File: src/rtl/arm_multicycle_ctrl.sv
// arm_multicycle_ctrl: multicycle FSM, NZCV flags and condition check for the ARM_Calculator datapath.
// Optional MCTRL_MEM_WAIT_EN: FETCH/MEMRD/MEMWR stall until mem_ready.
module arm_multicycle_ctrl (
    input  logic       clk,
    input  logic       rst_n,
    input  logic [3:0] cond,
    input  logic [1:0] op,
    input  logic [5:0] funct,
    input  logic [3:0] rd,
    input  logic [3:0] alu_flags,
    input  logic       mem_ready,
    output logic       pc_write,
    output logic       ir_write,
    output logic       reg_write,
    output logic       mem_write,
    output logic       adr_src,
    output logic       alu_src_a,
    output logic [1:0] alu_src_b,
    output logic [1:0] alu_control,
    output logic [1:0] result_src,
    output logic [3:0] state
);
    typedef enum logic [3:0] {
        FETCH, DECODE, MEMADR, MEMRD, MEMWB, MEMWR, EXECR, EXECI, ALUWB, BRANCH
    } state_t;
    state_t st, nxt;
    logic [3:0] flags;
    logic cond_ex, cond_ok, ready, pcw, irw, rgw, mw;
    logic [1:0] alu_dec;
`ifdef MCTRL_MEM_WAIT_EN
    assign ready = mem_ready;
`else
    logic unused_mem_ready;
    assign unused_mem_ready = mem_ready;
    assign ready = 1'b1;
`endif
    always_comb begin
        cond_ok = 1'b0;
        case (cond)
            4'b0000: cond_ok = flags[2];
            4'b0001: cond_ok = !flags[2];
            4'b0010: cond_ok = flags[1];
            4'b0011: cond_ok = !flags[1];
            4'b0100: cond_ok = flags[3];
            4'b0101: cond_ok = !flags[3];
            4'b0110: cond_ok = flags[0];
            4'b0111: cond_ok = !flags[0];
            4'b1000: cond_ok = flags[1] && !flags[2];
            4'b1001: cond_ok = !flags[1] || flags[2];
            4'b1010: cond_ok = flags[3] == flags[0];
            4'b1011: cond_ok = flags[3] != flags[0];
            4'b1100: cond_ok = !flags[2] && (flags[3] == flags[0]);
            4'b1101: cond_ok = flags[2] || (flags[3] != flags[0]);
            4'b1110: cond_ok = 1'b1;
            default: cond_ok = 1'b0;
        endcase
    end
    always_comb
        alu_dec = funct[4:1] == 4'b0010 ? 2'b01 :
                  funct[4:1] == 4'b0000 ? 2'b10 :
                  funct[4:1] == 4'b1100 ? 2'b11 : 2'b00;
    always_ff @(posedge clk or negedge rst_n) begin
        if (!rst_n) begin
            st      <= FETCH;
            flags   <= 4'b0000;
            cond_ex <= 1'b0;
        end else begin
            st <= nxt;
            if (st == DECODE)
                cond_ex <= cond_ok;
            // logical ops leave C and V untouched
            if ((st == EXECR || st == EXECI) && funct[0] && cond_ex)
                flags <= alu_dec[1] ? {alu_flags[3:2], flags[1:0]} : alu_flags;
        end
    end
    always_comb begin
        nxt         = FETCH;
        pcw         = 1'b0;
        irw         = 1'b0;
        rgw         = 1'b0;
        mw          = 1'b0;
        adr_src     = 1'b0;
        alu_src_a   = 1'b0;
        alu_src_b   = 2'b00;
        alu_control = 2'b00;
        result_src  = 2'b00;
        case (st)
            FETCH: begin
                nxt        = ready ? DECODE : FETCH;
                irw        = ready;
                pcw        = ready;
                alu_src_a  = 1'b1;
                alu_src_b  = 2'b10;
                result_src = 2'b10;
            end
            DECODE: begin
                nxt        = op == 2'b01 ? MEMADR :
                             op == 2'b00 ? (funct[5] ? EXECI : EXECR) :
                             op == 2'b10 ? BRANCH : FETCH;
                alu_src_a  = 1'b1;
                alu_src_b  = 2'b10;
                result_src = 2'b10;
            end
            MEMADR: begin
                nxt       = funct[0] ? MEMRD : MEMWR;
                alu_src_b = 2'b01;
            end
            MEMRD: begin
                nxt     = ready ? MEMWB : MEMRD;
                adr_src = 1'b1;
            end
            MEMWB: begin
                result_src = 2'b01;
                rgw        = cond_ex;
                pcw        = cond_ex && rd == 4'b1111;
            end
            MEMWR: begin
                nxt     = ready ? FETCH : MEMWR;
                adr_src = 1'b1;
                mw      = cond_ex;
            end
            EXECR: begin
                nxt         = ALUWB;
                alu_control = alu_dec;
            end
            EXECI: begin
                nxt         = ALUWB;
                alu_src_b   = 2'b01;
                alu_control = alu_dec;
            end
            ALUWB: begin
                rgw = cond_ex;
                pcw = cond_ex && rd == 4'b1111;
            end
            BRANCH: begin
                alu_src_b  = 2'b01;
                result_src = 2'b10;
                pcw        = cond_ex;
            end
            default: nxt = FETCH;
        endcase
    end
    assign pc_write  = pcw && rst_n;
    assign ir_write  = irw && rst_n;
    assign reg_write = rgw && rst_n;
    assign mem_write = mw && rst_n;
    assign state     = st;
endmodule
File: config.mk
export PLATFORM = sky130hd
export DESIGN_NAME = arm_multicycle_ctrl
export DESIGN_NICKNAME = d
export VERILOG_FILES = /design/src/rtl/arm_multicycle_ctrl.sv
export SDC_FILE = /design/constraint.sdc
export NUM_CORES = 1
export LEC_CHECK = 0
export CORE_ASPECT_RATIO = 0.75
export CORE_MARGIN = 10
export CORE_UTILIZATION = 39
export DETAILED_ROUTE_END_ITERATION = 7
export PLACE_DENSITY = 0.8
export SLEW_MARGIN = 10
export SYNTH_ARGS = -nofsm -noshare
export SYNTH_HDL_FRONTEND = slang
export SYNTH_SLANG_ARGS = --single-unit
File: constraint.sdc
create_clock -name clk -period 5 [get_ports clk]
set_clock_uncertainty 0.2 [all_clocks]
set_input_delay 0.5 -clock clk [delete_from_list [all_inputs] [get_ports clk]]
set_output_delay 0.5 -clock clk [all_outputs]
set_load 0.02 [all_outputs]
==> results.json <==
{
  "timing.final.crit_share": 0.679,
  "p_leak_nw": 0.461,
  "layout_commonest_cell": "clkdlybuf4s50_1",
  "drt_iter0_drc": 23,
  "layout-drive-gt1-share": 0.0391,
  "rsz0062_at_grt": "false",
  "critical_path_required_ns": 4.30,
  "post-route-util": 0.650,
  "cpMostUsedCell": "clkdlybuf4s50_1",
  "period_needed_ns": 3.40,
  "h-tree-depth": 1,
  "holdBufCountCts": 0,
  "grt_pass1_vias": 795,
  "finalHoldViolCount": 0,
  "ctsResizeCount": 0,
  "cts_tree": "yes",
  "vias": 823,
  "netlist_area_um2": 763,
  "worst_skew_pair.late_latency_ns": 0.26,
  "layout_common_cells": "clkdlybuf4s50_1 (37), nor2_1 (9), nor3_1 (9), dfrtp_1 (9), nand2_1 (7)",
  "multiInputGateArea_um2": 505,
  "finalPower_mw": 0.649,
  "path_max_fanout": 12,
  "die_w_um": 71.1,
  "holdWs_ns": 0.359,
  "gp_congestion": 0.803,
  "crit_family": "buffers and inverters",
  "path_cells": "clkdlybuf4s50_1 > nand2_1 > a2111oi_1 > a32o_1 > clkdlybuf4s50_1",
  "ios": 39,
  "clk_pin_slew_ns": 0.06,
  "slew_headroom": 0.671,
  "clockRootBuffer": "clkbuf_4",
  "yosys_warnings": 0,
  "drtPass1Iterations": 4,
  "ys_types": 39,
  "die_h_um": 58.3,
  "vias_per_cell": 5.49,
  "antenna_found_initial": 0,
  "drc": 0,
  "start_util": 0.427,
  "setup_tns_ns": 0,
  "setup_viol": 0,
  "cts_buffer_depth": 2,
  "dpl.hpwl_um": 1900,
  "ys.flop_type": "dfrtp_1",
  "ys_seq_elements": 9,
  "cts_setup_buffers": 0,
  "worstSetupPathType": "primary input to primary output",
  "final_nets": 152,
  "rows": 13,
  "drv_cap": 0,
  "seqCellArea_um2": 225,
  "die_area_um2": 4140,
  "seq_area_frac_synth": 0.295,
  "synth_nets": 116,
  "status": "completed",
  "slowest_stage": "clkdlybuf4s50_1",
  "ant_nets": 0,
  "worst-path-buf-inv": 2,
  "grt_overflow": 0,
  "finalNonFillerCells": 150,
  "fillers": 159,
  "grt_usage": 0.110,
  "power_density_nw_per_um2": 558,
  "fmax_ghz": 0.294,
  "vdd_drop_max_mv": 0.455,
  "syn2layout_area_growth_pct": 52.3,
  "syn-instance-count": 93,
  "startpoint_type": "primary input",
  "worstSetupEndpointType": "primary output",
  "synth_area_per_cell_um2": 8.21,
  "clock_sinks": 9,
  "synthArstFlopShare": 1.00,
  "cts_inserted_buffers": 3,
  "grt_start_max_net_pins": 16,
  "critPathMaxStageDelay_ns": 0.78,
  "place_inst": 146,
  "coreArea_um2": 1790,
  "antenna_cells": 0,
  "hp-class": "flip-flop to flip-flop",
  "cp_data_arrival_time_ns": 2.70,
  "io_buffers": 37,
  "wirelength_um": 2300,
  "final_max_slew_viol_count": 0,
  "drt-wirelength-per-cell_um": 15.3,
  "grt_pass1_wl_um": 3800,
  "synth_edf_count": 0,
  "worst_slew_pin_slew_ns": 0.493
}
[worst register-to-register path, cell delays in order (launching register included)]
cell	delay, ns
dfrtp_1	0.55
nand2b_4	0.25
or3_4	0.36
or4_1	0.46
o21ai_1	0.09
[registers in the layout, indices dropped and copies added, names as in the netlist]
| signal | count |
|---|---|
| cond_ex | 1 |
| state | 4 |
| flags | 4 |
[cell families after synthesis]
logic type / Yosys count / synth area share
compound gates: 18 / 0.166
simple gates: 48 / 0.367
mux: 5 / 0.0721
flops: 9 / 0.295
buf+inv: 8 / 0.0426
xor+xnor: 5 / 0.0574
[layout make-up]
| cell class | instances | area share |
|---|---|---|
| Clock buffer | 4 | 0.0226 |
| Inverter | 2 | 0.00646 |
| Multi-Input combinational cell | 76 | 0.435 |
| Sequential cell | 9 | 0.194 |
| Tap cell | 22 | 0.0237 |
| Timing Repair Buffer | 37 | 0.319 |
[report_power, final]
part	total, mW	switching [mW]	leakage [nW]	internal [mW]
clock network	0.0560	0.0252	0.0150	0.0308
registers	0.183	0.0783	0.116	0.105
logic	0.410	0.194	0.330	0.216
total	0.649	0.298	0.461	0.351
[final timing paths]
check	start	cells after the start	end	slack [ns]
min in group asynchronous	rst_n	1	cond_ex	0.37
worst min register to register	flags[1]	1	flags[1]	0.36
worst max register to register	state[1]	4	cond_ex	3.01
worst min-delay path	flags[1]	1	flags[1]	0.36
worst max-delay path	rst_n	5	pc_write	1.60
max in group asynchronous	rst_n	1	state[0]	3.89
[routing by layer]
| metal | vias up | GRT usage | share of wire |
|---|---|---|---|
| met2 | 21 | 0.181 | 0.47 |
| met3 | 0 | 0.0452 | 0.060 |
| li1 | 417 | - | - |
| met5 | - | 0 | 0 |
| met1 | 385 | 0.134 | 0.47 |
| met4 | 0 | 0.0165 | 0 |
[Yosys cell counts, drive strengths merged (2+ instances only)]
cell / number / area, µm²
o21ai: 5 / 25.0
inv: 2 / 7.51
a21boi: 2 / 15.0
nand2: 7 / 26.3
xnor2: 3 / 26.3
nor2: 9 / 33.8
xor2: 2 / 17.5
nor4bb: 2 / 20.0
mux2: 4 / 45.0
nor3: 9 / 45.0
clkbuf: 2 / 7.51
dfrtp: 9 / 225
and3: 2 / 12.5
buf: 4 / 17.5
nand2b: 4 / 32.5
nor2b: 4 / 25.0
nand3b: 2 / 15.0
nand4: 2 / 12.5
o22ai: 2 / 12.5
[per-stage QoR]
stage | area, µm² | setup WS (ns)
6_report | 1160 | 1.60
5_1_grt | 1160 | 1.48
4_1_cts | 1160 | 1.58
3_5_place_dp | 1140 | 1.59
3_3_place_gp | 1140 | 1.58
2_1_floorplan | 763 | 2.20
Note: power is estimated with default switching activity, not from simulation.
